**config.mk**
```make
export PLATFORM = sky130hd
export DESIGN_NAME = tone_decoder_flat
export DESIGN_NICKNAME = d
export VERILOG_FILES = /design/src/rtl/tone_if.sv /design/src/rtl/tone_decoder.sv /design/src/flat_wrapper.sv
export SDC_FILE = /design/constraint.sdc
export NUM_CORES = 1
export LEC_CHECK = 0
export ABC_AREA = 1
export BUFFER_PORTS_ARGS = -buffer_cell sky130_fd_sc_hd__buf_4
export CORE_UTILIZATION = 50
export DETAILED_ROUTE_END_ITERATION = 8
export GPL_TIMING_DRIVEN = 0
export PLACE_DENSITY = 0.74
export SKIP_CTS_REPAIR_TIMING = 1
export SYNTH_ARGS = -nofsm -noshare
export SYNTH_HDL_FRONTEND = slang
export SYNTH_SLANG_ARGS = --single-unit
```
**constraint.sdc**
```tcl
create_clock -name clk -period 11.1 [get_ports clk]
set_clock_uncertainty 0.15 [all_clocks]
set_input_delay 1.11 -clock clk [delete_from_list [all_inputs] [get_ports clk]]
set_output_delay 1.11 -clock clk [all_outputs]
set_load 0.01 [all_outputs]
```
**src/rtl/tone_if.sv**
```systemverilog
// Tone decoder bus: configuration and sound line in, classification results out.
interface tone_if;
    logic [15:0] ticks_per_milli;
    logic        sound;
    logic        tone_valid;
    logic [1:0]  tone_idx;
    logic        silent;
    logic        tone_change;

    // Source side: provides timing base and sound line, observes the result.
    modport master (
        output ticks_per_milli,
        output sound,
        input  tone_valid,
        input  tone_idx,
        input  silent,
        input  tone_change
    );

    // Decoder side.
    modport slave (
        input  ticks_per_milli,
        input  sound,
        output tone_valid,
        output tone_idx,
        output silent,
        output tone_change
    );
endinterface

```
**src/rtl/tone_decoder.sv**
```systemverilog
// Measures the period of the game's square-wave sound line and classifies it as one
// of the four game tones (196/262/330/784 Hz) or silence.
module tone_decoder #(
    parameter int unsigned MATCH_COUNT = 3,
    parameter int unsigned SILENCE_MS  = 20,
    parameter int unsigned TOL_SHIFT   = 4
) (
    input  logic  clk,
    input  logic  rst,
    tone_if.slave bus
);
    localparam int unsigned CNT_W = 16;
    localparam int unsigned RUN_W = $clog2(MATCH_COUNT + 1);
    localparam logic [CNT_W-1:0] CNT_MAX = '1;

    typedef enum logic [1:0] {S_IDLE, S_MEAS, S_CLASS, S_UPD} state_t;

    state_t           state;
    logic             s_q;
    logic             sil_q;
    logic             disc;
    logic [CNT_W-1:0] per_cnt;
    logic [CNT_W-1:0] p_reg;
    logic [1:0]       k;
    logic [3:0]       hit;
    logic [1:0]       run_idx;
    logic [RUN_W-1:0] run_cnt;
    logic             tone_valid_q;
    logic [1:0]       tone_idx_q;
    logic             silent_q;
    logic             tone_change_q;

    logic             edge_c;
    logic [31:0]      tps_c;
    logic [31:0]      tol_c;
    logic [31:0]      tone_c;
    logic [31:0]      prod_c;
    logic [31:0]      diff_c;
    logic             hit_c;
    logic [31:0]      sil_prod_c;
    logic [CNT_W-1:0] sil_thr_c;
    logic             miss_c;
    logic [1:0]       idx_c;
    logic [RUN_W-1:0] run_nxt_c;
    logic [1:0]       run_idx_nxt_c;
    logic             valid_nxt_c;

    // Rising edge, one-tone-per-cycle tolerance test and silence threshold.
    always_comb begin
        edge_c = bus.sound & ~s_q;
        tps_c  = 32'(bus.ticks_per_milli) * 32'd1000;
        tol_c  = tps_c >> TOL_SHIFT;
        case (k)
            2'd0:    tone_c = 32'd196;
            2'd1:    tone_c = 32'd262;
            2'd2:    tone_c = 32'd330;
            default: tone_c = 32'd784;
        endcase
        prod_c     = 32'(p_reg) * tone_c;
        diff_c     = (prod_c >= tps_c) ? (prod_c - tps_c) : (tps_c - prod_c);
        hit_c      = (diff_c <= tol_c);
        sil_prod_c = 32'(bus.ticks_per_milli) * 32'(SILENCE_MS);
        sil_thr_c  = (sil_prod_c > 32'(CNT_MAX)) ? CNT_MAX : sil_prod_c[CNT_W-1:0];
    end

    // Pick the lowest hitting tone and compute the next run tracker values.
    always_comb begin
        idx_c = 2'd0;
        for (int i = 3; i >= 0; i--) begin
            if (hit[i]) idx_c = 2'(i);
        end
        miss_c        = disc | ~(|hit);
        run_nxt_c     = run_cnt;
        run_idx_nxt_c = run_idx;
        if (miss_c) begin
            run_nxt_c = '0;
        end else if ((idx_c == run_idx) && (run_cnt != '0)) begin
            run_nxt_c = (run_cnt == RUN_W'(MATCH_COUNT)) ? run_cnt : run_cnt + RUN_W'(1);
        end else begin
            run_idx_nxt_c = idx_c;
            run_nxt_c     = RUN_W'(1);
        end
        valid_nxt_c = (run_nxt_c == RUN_W'(MATCH_COUNT));
    end

    // Period counter, measurement FSM, run tracking and registered outputs.
    always_ff @(posedge clk) begin
        if (rst) begin
            state         <= S_IDLE;
            s_q           <= 1'b0;
            sil_q         <= 1'b0;
            disc          <= 1'b0;
            per_cnt       <= '0;
            p_reg         <= '0;
            k             <= 2'd0;
            hit           <= 4'd0;
            run_idx       <= 2'd0;
            run_cnt       <= '0;
            tone_valid_q  <= 1'b0;
            tone_idx_q    <= 2'd0;
            silent_q      <= 1'b1;
            tone_change_q <= 1'b0;
        end else begin
            s_q           <= bus.sound;
            tone_change_q <= 1'b0;
            if (edge_c) begin
                per_cnt <= CNT_W'(1);
            end else if (per_cnt != CNT_MAX) begin
                per_cnt <= per_cnt + CNT_W'(1);
            end
            sil_q <= ~edge_c & (per_cnt >= sil_thr_c);

            if (sil_q && !edge_c) begin
                silent_q     <= 1'b1;
                tone_valid_q <= 1'b0;
                run_cnt      <= '0;
                state        <= S_IDLE;
            end else begin
                if (edge_c) silent_q <= 1'b0;
                case (state)
                    S_IDLE: begin
                        if (edge_c) state <= S_MEAS;
                    end
                    S_MEAS: begin
                        if (edge_c && (per_cnt != CNT_MAX)) begin
                            p_reg <= per_cnt;
                            k     <= 2'd0;
                            disc  <= 1'b0;
                            state <= S_CLASS;
                        end
                    end
                    S_CLASS: begin
                        hit[k] <= hit_c;
                        if (edge_c) disc <= 1'b1;
                        k <= k + 2'd1;
                        if (k == 2'd3) state <= S_UPD;
                    end
                    S_UPD: begin
                        run_cnt       <= run_nxt_c;
                        run_idx       <= run_idx_nxt_c;
                        tone_valid_q  <= valid_nxt_c;
                        if (valid_nxt_c) tone_idx_q <= run_idx_nxt_c;
                        tone_change_q <= valid_nxt_c & ~tone_valid_q;
                        state         <= S_MEAS;
                    end
                    default: state <= S_IDLE;
                endcase
            end
        end
    end

    assign bus.tone_valid  = tone_valid_q;
    assign bus.tone_idx    = tone_idx_q;
    assign bus.silent      = silent_q;
    assign bus.tone_change = tone_change_q;
endmodule
```
**src/flat_wrapper.sv**
```systemverilog
// flat-port wrapper written by rule: the top's interface ports become plain ports
module tone_decoder_flat 
#(
    parameter int unsigned MATCH_COUNT = 3,
    parameter int unsigned SILENCE_MS  = 20,
    parameter int unsigned TOL_SHIFT   = 4
)
  (clk, rst, bus_ticks_per_milli, bus_sound, bus_tone_valid, bus_tone_idx, bus_silent, bus_tone_change);
  tone_if bus_i ();
  input  logic clk;
  input  logic rst;
  input wire logic [$bits(bus_i.ticks_per_milli)-1:0] bus_ticks_per_milli;
  input wire logic [$bits(bus_i.sound)-1:0] bus_sound;
  output wire logic [$bits(bus_i.tone_valid)-1:0] bus_tone_valid;
  output wire logic [$bits(bus_i.tone_idx)-1:0] bus_tone_idx;
  output wire logic [$bits(bus_i.silent)-1:0] bus_silent;
  output wire logic [$bits(bus_i.tone_change)-1:0] bus_tone_change;
  assign bus_i.ticks_per_milli = bus_ticks_per_milli;
  assign bus_i.sound = bus_sound;
  assign bus_tone_valid = bus_i.tone_valid;
  assign bus_tone_idx = bus_i.tone_idx;
  assign bus_silent = bus_i.silent;
  assign bus_tone_change = bus_i.tone_change;
  tone_decoder #(.MATCH_COUNT(MATCH_COUNT), .SILENCE_MS(SILENCE_MS), .TOL_SHIFT(TOL_SHIFT)) u_core (.clk(clk), .rst(rst), .bus(bus_i));
endmodule
```
==> impl_metrics.csv, run 1 <==
group,metric,value,unit
run_status,outcome,"finished, final reports clean",
setup_path,max_stage_delay,0.54,ns
global_route,grt_max_degree,19,
synthesis,synth-edff-count,0,
cells_and_area,diodes,0,
setup_path,criticalPathCategory,"reg -> reg",
synthesis,syn_area_per_cell,7.01,sq um
global_route,overflow,0,
sta,rsz0062_at_grt,"no",
cts,htreeDepth,2,
sta,period_share,92.9,%
synthesis,synth_compound_area_share,11.8,%
floorplanning,start_util,50.9,%
cts,clock_latency,0.30,ns
synthesis,synth_cell_types,46,
cts,path_clk_slew,0.07,ns
sta,setup_tns,0,ns
synthesis,synthCells,2018,
detailed_routing,first_iter_violations,902,
global_route,grt_pass1_wl,60.3,mm
detailed_routing,ant_nets,0,
floorplanning,die_y,170,um
placed_design,place_hpwl,31.2,mm
synthesis,synthMostInstantiatedCell,"nand2_1",
floorplanning,core_area,27800,sq um
cells_and_area,fill_cells,2789,
cells_and_area,drive_gt1_share,3.56,%
detailed_routing,wl,36.2,mm
sta,worstMarginPinSlew,0.687,ns
synthesis,seq_area_frac_synth,7.36,%
floorplanning,rows,61,
sta,slew_violations,0,
cts,root_buffer,"clkbuf_16",
placed_design,port-buffer-count,23,
cts,cts.sinks,52,
synthesis,ys_ff_latch,52,
floorplanning,die_area,29000,sq um
sta,max_freq,97.0,MHz
synthesis,netlist_top_cells_area,"ha_1 22%, fa_1 20%, nand2_1 12%",
synthesis,synth_top_family_by_area,"adder cells",
setup_path,crit_required,11.12,ns
detailed_routing,dr.pass1.iters,5,
floorplanning,pin_count,24,
placed_design,post-place-ws,0.957,ns
global_route,grt_pass1_vias,12859,
min_path,holdCritPathClass,"reg -> reg",
synthesis,synth_fp_nets,2427,
synthesis,muxShareOfSynthArea,0.212,%
synthesis,synth_fa_ha_area_share,41.8,%
detailed_routing,routedWlPerCell,14.9,um
synthesis,netlist_area,14100,sq um
cts,clock_path_buffers,2,
setup_path,cpMostUsedCell,"nand2_1",
synthesis,synthArstFlopShare,0,%
synthesis,ys.flop_type,"dfxtp_1",
sta,timing.final.crit_period,10.31,ns
floorplanning,die_w,170,um
flow_run,drv_cap,0,
min_path,min_path_cells,1,
global_route,track_usage,26.0,%
setup_path,cp.arrival,10.33,ns
sta,slew_headroom,54.1,%
global_route,grt_antenna_before_repair,0,
setup_path,crit_fanout,10,
sta,setup_violations,0,
synthesis,synthXorXnorAreaFrac,4.89,%
cts,cts_tree,"yes",
cells_and_area,area_delta_synth_final,5.64,%
synthesis,yosys.area.top_type_share,22.3,%
synthesis,yosys.area_share.simple,21.8,%
setup_path,slowest_stage,"fa_1",
sta,hold_viol,0,
setup_path,worst_setup_path_start_kind,"flip-flop",
synthesis,synth_top_area_cell,"ha_1",
synthesis,ys_warn_count,0,
synthesis,synthTopCellsByCount,"456 x nand2_1, 419 x inv_1, 252 x ha_1",
setup_path,reg2reg_depth,50,
detailed_routing,drc,0,
cts,numCtsBuffers,5,
setup_path,cp-end-kind,"flip-flop",
sta,finalWorstSetupSlack,0.786,ns
cells_and_area,nets,2457,
detailed_routing,vias,12895,
detailed_routing,vias_per_cell,5.31,
placed_design,place_congestion,1.01,
-- layout by cell type, fill, tap and decap left out, drive strengths merged, types with 2 or more instances in the layout --
cell,netlist,routed
o21bai,22,22
nor3,18,18
xor2,47,47
inv,423,424
o21ai,97,97
nand2,467,467
xnor2,32,32
ha,252,252
and2,2,2
buf,11,34
o2111ai,2,2
a21boi,3,3
nand3b,2,2
nand4,21,21
o31ai,4,4
a31oi,9,9
clkbuf,13,18
a21oi,151,151
nor2,157,157
o21a,2,2
nand3,71,71
or2,2,2
a211oi,6,6
fa,138,138
clkinvlp,0,2
dfxtp,52,52
mux2i,3,3
a21o,2,2
a31o,2,2
nor4,2,2
-- final cells by class --
cell class                 count  area, sq um  share of cell area [%]
clock buffer                   5          125                   0.838
tap                          378          473                    3.17
buffer                        24          113                   0.754
multi-input combinational   1518        11400                    76.3
inverter                     424         1590                    10.7
sequential                    52         1040                    6.97
clock inverter                 3         26.3                   0.176
timing repair buffer          23          173                    1.16
-- path summary, 6_finish.rpt --
path                         startpoint                endpoint  slack [ns]
setup / recovery            u_core.k[0]           u_core.hit[1]        0.79
hold / removal    u_core.bus.tone_valid  u_core.bus.tone_change        0.31
setup reg to reg            u_core.k[0]           u_core.hit[1]        0.79
hold reg to reg   u_core.bus.tone_valid  u_core.bus.tone_change        0.31
-- cell families after synthesis --
logic type / count (synthesis)
DFF: 52
AOI/OAI and AO/OA: 304
muxes: 3
buffers and inverters: 448
adders and majority gates: 390
xor gates and xnor gates: 79
and+or+nand+nor: 742
-- metrics by stage --
step | util (%) | instance area [sq um] | hold WS (ns) | std cells
2_1_floorplan | - | 14100 | 0.294 | 2018
3_3_place_gp | 53.2 | 14800 | 0.285 | 2419
3_5_place_dp | 53.2 | 14800 | 0.294 | 2419
4_1_cts | 53.8 | 14900 | 0.307 | 2427
5_1_grt | 53.8 | 14900 | 0.321 | 2427
6_report | 53.8 | 14900 | 0.305 | 2427
-- routing by layer --
metal | share of wire [%] | vias to the layer above | global-route usage (%)
met2 | 46 | 399 | 44.3
met4 | 2.7 | 0 | 7.91
met5 | 0 | - | 0
li1 | - | 6407 | -
met1 | 45 | 6015 | 34.0
met3 | 6.4 | 74 | 3.47
-- worst max-delay path, delay by kind of cell (launching register included) --
family	cells	cell delay, ns
fa+ha+maj	9	3.46
simple gates	21	2.43
buf+inv	11	1.57
compound gates	6	1.32
xor+xnor	2	0.55
flops	1	0.34
mux	1	0.33
Power of run 1 is not shown: default switching activity piles up to over one toggle a cycle in this logic, so the estimate is an artifact.
==> inputs of run 2 (changes only) <==
Settings changed: CORE_MARGIN set to 3, CORE_UTILIZATION 50 to 60, PLACE_DENSITY 0.74 to 0.85.
==> run 2 against run 1 <==
Maximum frequency increased by 1.2%. Worst hold slack got worse by 0.0058 ns. Via count increased by 1.8%. First-iteration DRC count increased by 12%. Cell count decreased by 2.7%. Wire length increased by 3.4%. Count of clock-buffer cells in the layout increased by 1. Critical path type unchanged.
==> impl_metrics.csv, run 2 (same netlist as run 1, synthesis figures left out) <==
group,metric,value,unit
run_status,outcome,"finished, final reports clean",
floorplanning,rows,55,
global_route,grtUsageMet3,4.84,%
cells_and_area,area_delta_synth_final,5.00,%
cells_and_area,final_cell_mix,"456 x nand2_1, 419 x inv_1, 252 x ha_1",
cells_and_area,final_common_cell,"nand2_1",
cts,root_buffer,"clkbuf_16",
detailed_routing,ant_nets,0,
global_route,grt_pass1_vias,13306,
setup_path,max_stage_delay,0.53,ns
setup_path,worst_setup_path_start_kind,"flip-flop",
detailed_routing,drc,0,
sta,setup_tns,0,ns
sta,slew_violations,0,
setup_path,crit_required,11.17,ns
floorplanning,die_w,160,um
detailed_routing,routedWlPerCell,15.8,um
setup_path,critPathBufInv,11,
setup_path,cp.arrival,10.26,ns
setup_path,cp-end-kind,"flip-flop",
floorplanning,core_area,22900,sq um
detailed_routing,wl,37.4,mm
global_route,grt_antenna_before_repair,0,
floorplanning,pin_count,24,
setup_path,crit_fanout,10,
cts,cts_tree,"yes",
sta,period_share,91.8,%
floorplanning,die_y,160,um
sta,setup_violations,0,
placed_design,place_hpwl,32.3,mm
global_route,overflow,0,
cts,path_clk_slew,0.07,ns
cells_and_area,nets,2457,
sta,timing.final.crit_period,10.19,ns
cts,htreeDepth,2,
placed_design,port-buffer-count,23,
sta,slew_headroom,53.3,%
global_route,track_usage,29.6,%
setup_path,slowest_stage,"fa_1",
global_route,busiest_layer,"met2",
cts,cts.sinks,52,
global_route,use_met1,38.5,%
placed_design,post-place-ws,1.13,ns
flow_run,drv_cap,0,
cells_and_area,diodes,0,
detailed_routing,vias,13129,
cells_and_area,fill_cells,2069,
sta,worstMarginPinSlew,0.698,ns
sta,hold_viol,0,
cells_and_area,drive_gt1_share,3.51,%
global_route,gr-usage-met2,50.5,%
sta,max_freq,98.2,MHz
setup_path,critPathTopFamily,"adder cells",
sta,finalWorstSetupSlack,0.913,ns
global_route,grt_pass1_wl,62.6,mm
floorplanning,die_area,25400,sq um
detailed_routing,first_iter_violations,1008,
min_path,holdCritPathClass,"reg -> reg",
placed_design,place_congestion,0.973,
sta,rsz0062_at_grt,"no",
cts,clock_path_buffers,2,
detailed_routing,vias_per_cell,5.56,
setup_path,cpMostUsedCell,"nand2_1",
setup_path,criticalPathCategory,"reg -> reg",
detailed_routing,dr.pass1.iters,5,
global_route,grt_max_degree,17,
cts,numCtsBuffers,5,
floorplanning,start_util,61.7,%
cts,clock_latency,0.29,ns
-- run 2: changes by cell type in the layout (fill, tap and decap cells not counted), sizes merged --
cell | before | now
clkinvlp | 2 | 0
clkbuf | 18 | 19
clkinv | 1 | 2
-- run 2: worst paths after layout --
path	start	endpoint	slack, ns	depth (start not counted)
worst max-delay path	u_core.k[1]	u_core.hit[1]	0.91	52
worst min-delay path	u_core.bus.tone_valid	u_core.bus.tone_change	0.30	1
worst max register to register	u_core.k[1]	u_core.hit[1]	0.91	52
worst min register to register	u_core.bus.tone_valid	u_core.bus.tone_change	0.30	1
-- run 2: worst reg2reg max path, delay by kind of cell (launching register included) --
family | cells | cell delay [ns]
AOI/OAI and AO/OA | 7 | 1.60
xor gates and xnor gates | 2 | 0.55
adders and majority gates | 9 | 3.46
buffers and inverters | 11 | 1.63
DFF | 1 | 0.35
and+or+nand+nor | 23 | 2.37
-- run 2: cell type report --
cell class | instances | area, sq um | share of cell area, %
clock buffers | 6 | 129 | 0.868
well taps | 313 | 392 | 2.64
clock inverters | 2 | 13.8 | 0.0927
inverters | 424 | 1590 | 10.7
repair buffers | 23 | 173 | 1.16
flip-flops and latches | 52 | 1040 | 7.01
plain buffers | 24 | 113 | 0.759
multi-input cells | 1518 | 11400 | 76.7
-- run 2: metrics by stage --
step                instance area, sq um  hold slack [ns]  utilization, %  cells
floorplan                          14100            0.294               -   2018
global placement                   14700            0.282            64.2   2354
detailed placement                 14700            0.288            64.2   2354
CTS                                14800            0.300            64.8   2362
global route                       14800            0.340            64.8   2362
finish                             14800            0.299            64.8   2362
-- run 2: routing by layer --
metal	routed length (um)	part of all wire, %
met1	16000	43
met2	17200	46
met3	2920	7.8
met4	1240	3.3
met5	0	0
Power of run 2 is left out for the same reason.
==> inputs of run 3 (changes only) <==
Settings changed: CORE_UTILIZATION 60 to 55, PLACE_DENSITY 0.85 to 0.79.
==> run 3 against run 2 <==
Sequential share of layout area is essentially flat. Final area grew 0.20%. Worst hold slack lost 0.00076 ns. Worst setup slack gained 0.029 ns. Critical path depth shrank 1. Cell count grew 0.72%. Largest cell class unchanged.
==> impl_metrics.csv, run 3 (same netlist as run 1, synthesis figures left out) <==
group,metric,value,unit
setup_path,worst_setup_path_start_kind,"flip-flop",
cts,path_clk_slew,0.07,ns
sta,worstMarginPinSlew,0.653,ns
sta,period_share,91.5,%
floorplanning,core_area,25300,sq um
setup_path,crit_fanout,10,
sta,max_freq,98.4,MHz
global_route,grt_max_degree,19,
cts,clock_path_buffers,2,
floorplanning,die_y,166,um
setup_path,max_stage_delay,0.53,ns
placed_design,port-buffer-count,23,
sta,setup_violations,0,
setup_path,crit_required,11.18,ns
global_route,grt_antenna_before_repair,0,
detailed_routing,dr.pass1.iters,5,
cells_and_area,final_common_cell,"nand2_1",
placed_design,place_hpwl,32.1,mm
detailed_routing,routedWlPerCell,15.4,um
setup_path,cpMostUsedCell,"nand2_1",
cells_and_area,drive_gt1_share,3.56,%
setup_path,cp-end-kind,"flip-flop",
floorplanning,rows,58,
placed_design,place_congestion,0.970,
cts,root_buffer,"clkbuf_16",
min_path,holdCritPathClass,"reg -> reg",
floorplanning,die_w,166,um
cts,cts.sinks,52,
sta,hold_viol,0,
global_route,grt_pass1_vias,12814,
cts,cts_tree,"yes",
cts,htreeDepth,2,
sta,slew_violations,0,
cells_and_area,area_delta_synth_final,5.21,%
setup_path,criticalPathCategory,"reg -> reg",
flow_run,drv_cap,0,
sta,timing.final.crit_period,10.16,ns
global_route,grt_pass1_wl,61.4,mm
sta,slew_headroom,56.3,%
detailed_routing,ant_nets,0,
sta,setup_tns,0,ns
cells_and_area,final_cell_mix,"456 x nand2_1, 419 x inv_1, 252 x ha_1",
cells_and_area,multi_input_area,11400,sq um
global_route,overflow,0,
cells_and_area,seqCellArea,1040,sq um
sta,timing.hold.ws,0.299,ns
setup_path,cp.arrival,10.24,ns
cells_and_area,nets,2457,
cts,clock_latency,0.30,ns
detailed_routing,wl,36.7,mm
cts,numCtsBuffers,5,
detailed_routing,drc,0,
floorplanning,pin_count,24,
cells_and_area,fill_cells,2461,
setup_path,slowest_stage,"fa_1",
detailed_routing,first_iter_violations,917,
run_status,outcome,"finished, final reports clean",
detailed_routing,vias_per_cell,5.44,
global_route,track_usage,26.7,%
floorplanning,start_util,56.0,%
sta,rsz0062_at_grt,"no",
cells_and_area,diodes,0,
floorplanning,die_area,27700,sq um
detailed_routing,vias,12941,
[run 3: cell types whose count changed in the layout (fill, tap and decap cells not counted), sizes merged]
| cell | before | now |
|---|---|---|
| clkinvlp | 0 | 2 |
| clkbuf | 19 | 18 |
| clkinv | 2 | 1 |
[run 3: worst max-delay path: cells and delay by family (launching register included)]
family	cells	cell delay, ns
xor gates and xnor gates	2	0.52
buffers and inverters	8	1.38
AOI/OAI and AO/OA	9	1.90
and+or+nand+nor	23	2.21
DFF	1	0.35
adders and majority gates	9	3.54
[run 3: final timing paths]
kind | start | cells past startpoint | endpoint | slack, ns
worst max-delay path | u_core.k[0] | 51 | u_core.hit[3] | 0.94
worst min-delay path | u_core.bus.tone_valid | 1 | u_core.bus.tone_change | 0.30
worst min register to register | u_core.bus.tone_valid | 1 | u_core.bus.tone_change | 0.30
worst max register to register | u_core.k[0] | 51 | u_core.hit[3] | 0.94
[run 3: per-layer routing]
metal	routed length, um	up-vias	track usage, %	share of wire (%)
met5	0	-	0	0
met4	1200	0	8.39	3.3
met3	2140	77	1.83	5.8
met2	16800	374	45.4	46
met1	16500	6083	36.8	45
li1	-	6407	-	-
[run 3: metrics by stage]
stage	instances	area, sq um	utilization [%]	setup slack (ns)
global placement	2371	14700	58.3	1.16
detailed placement	2371	14700	58.3	1.04
global route	2379	14900	58.9	0.192
floorplan	2018	14100	-	2.93
finish	2379	14900	58.9	0.942
CTS	2379	14900	58.9	0.991
[run 3: area by class of cell]
class / count / share of cell area [%]
well taps: 330 / 2.78
flip-flops and latches: 52 / 7.00
clock inverters: 3 / 0.177
repair buffers: 23 / 1.16
multi-input cells: 1518 / 76.6
inverters: 424 / 10.7
plain buffers: 24 / 0.757
clock buffers: 5 / 0.841
Power of run 3 is left out for the same reason.
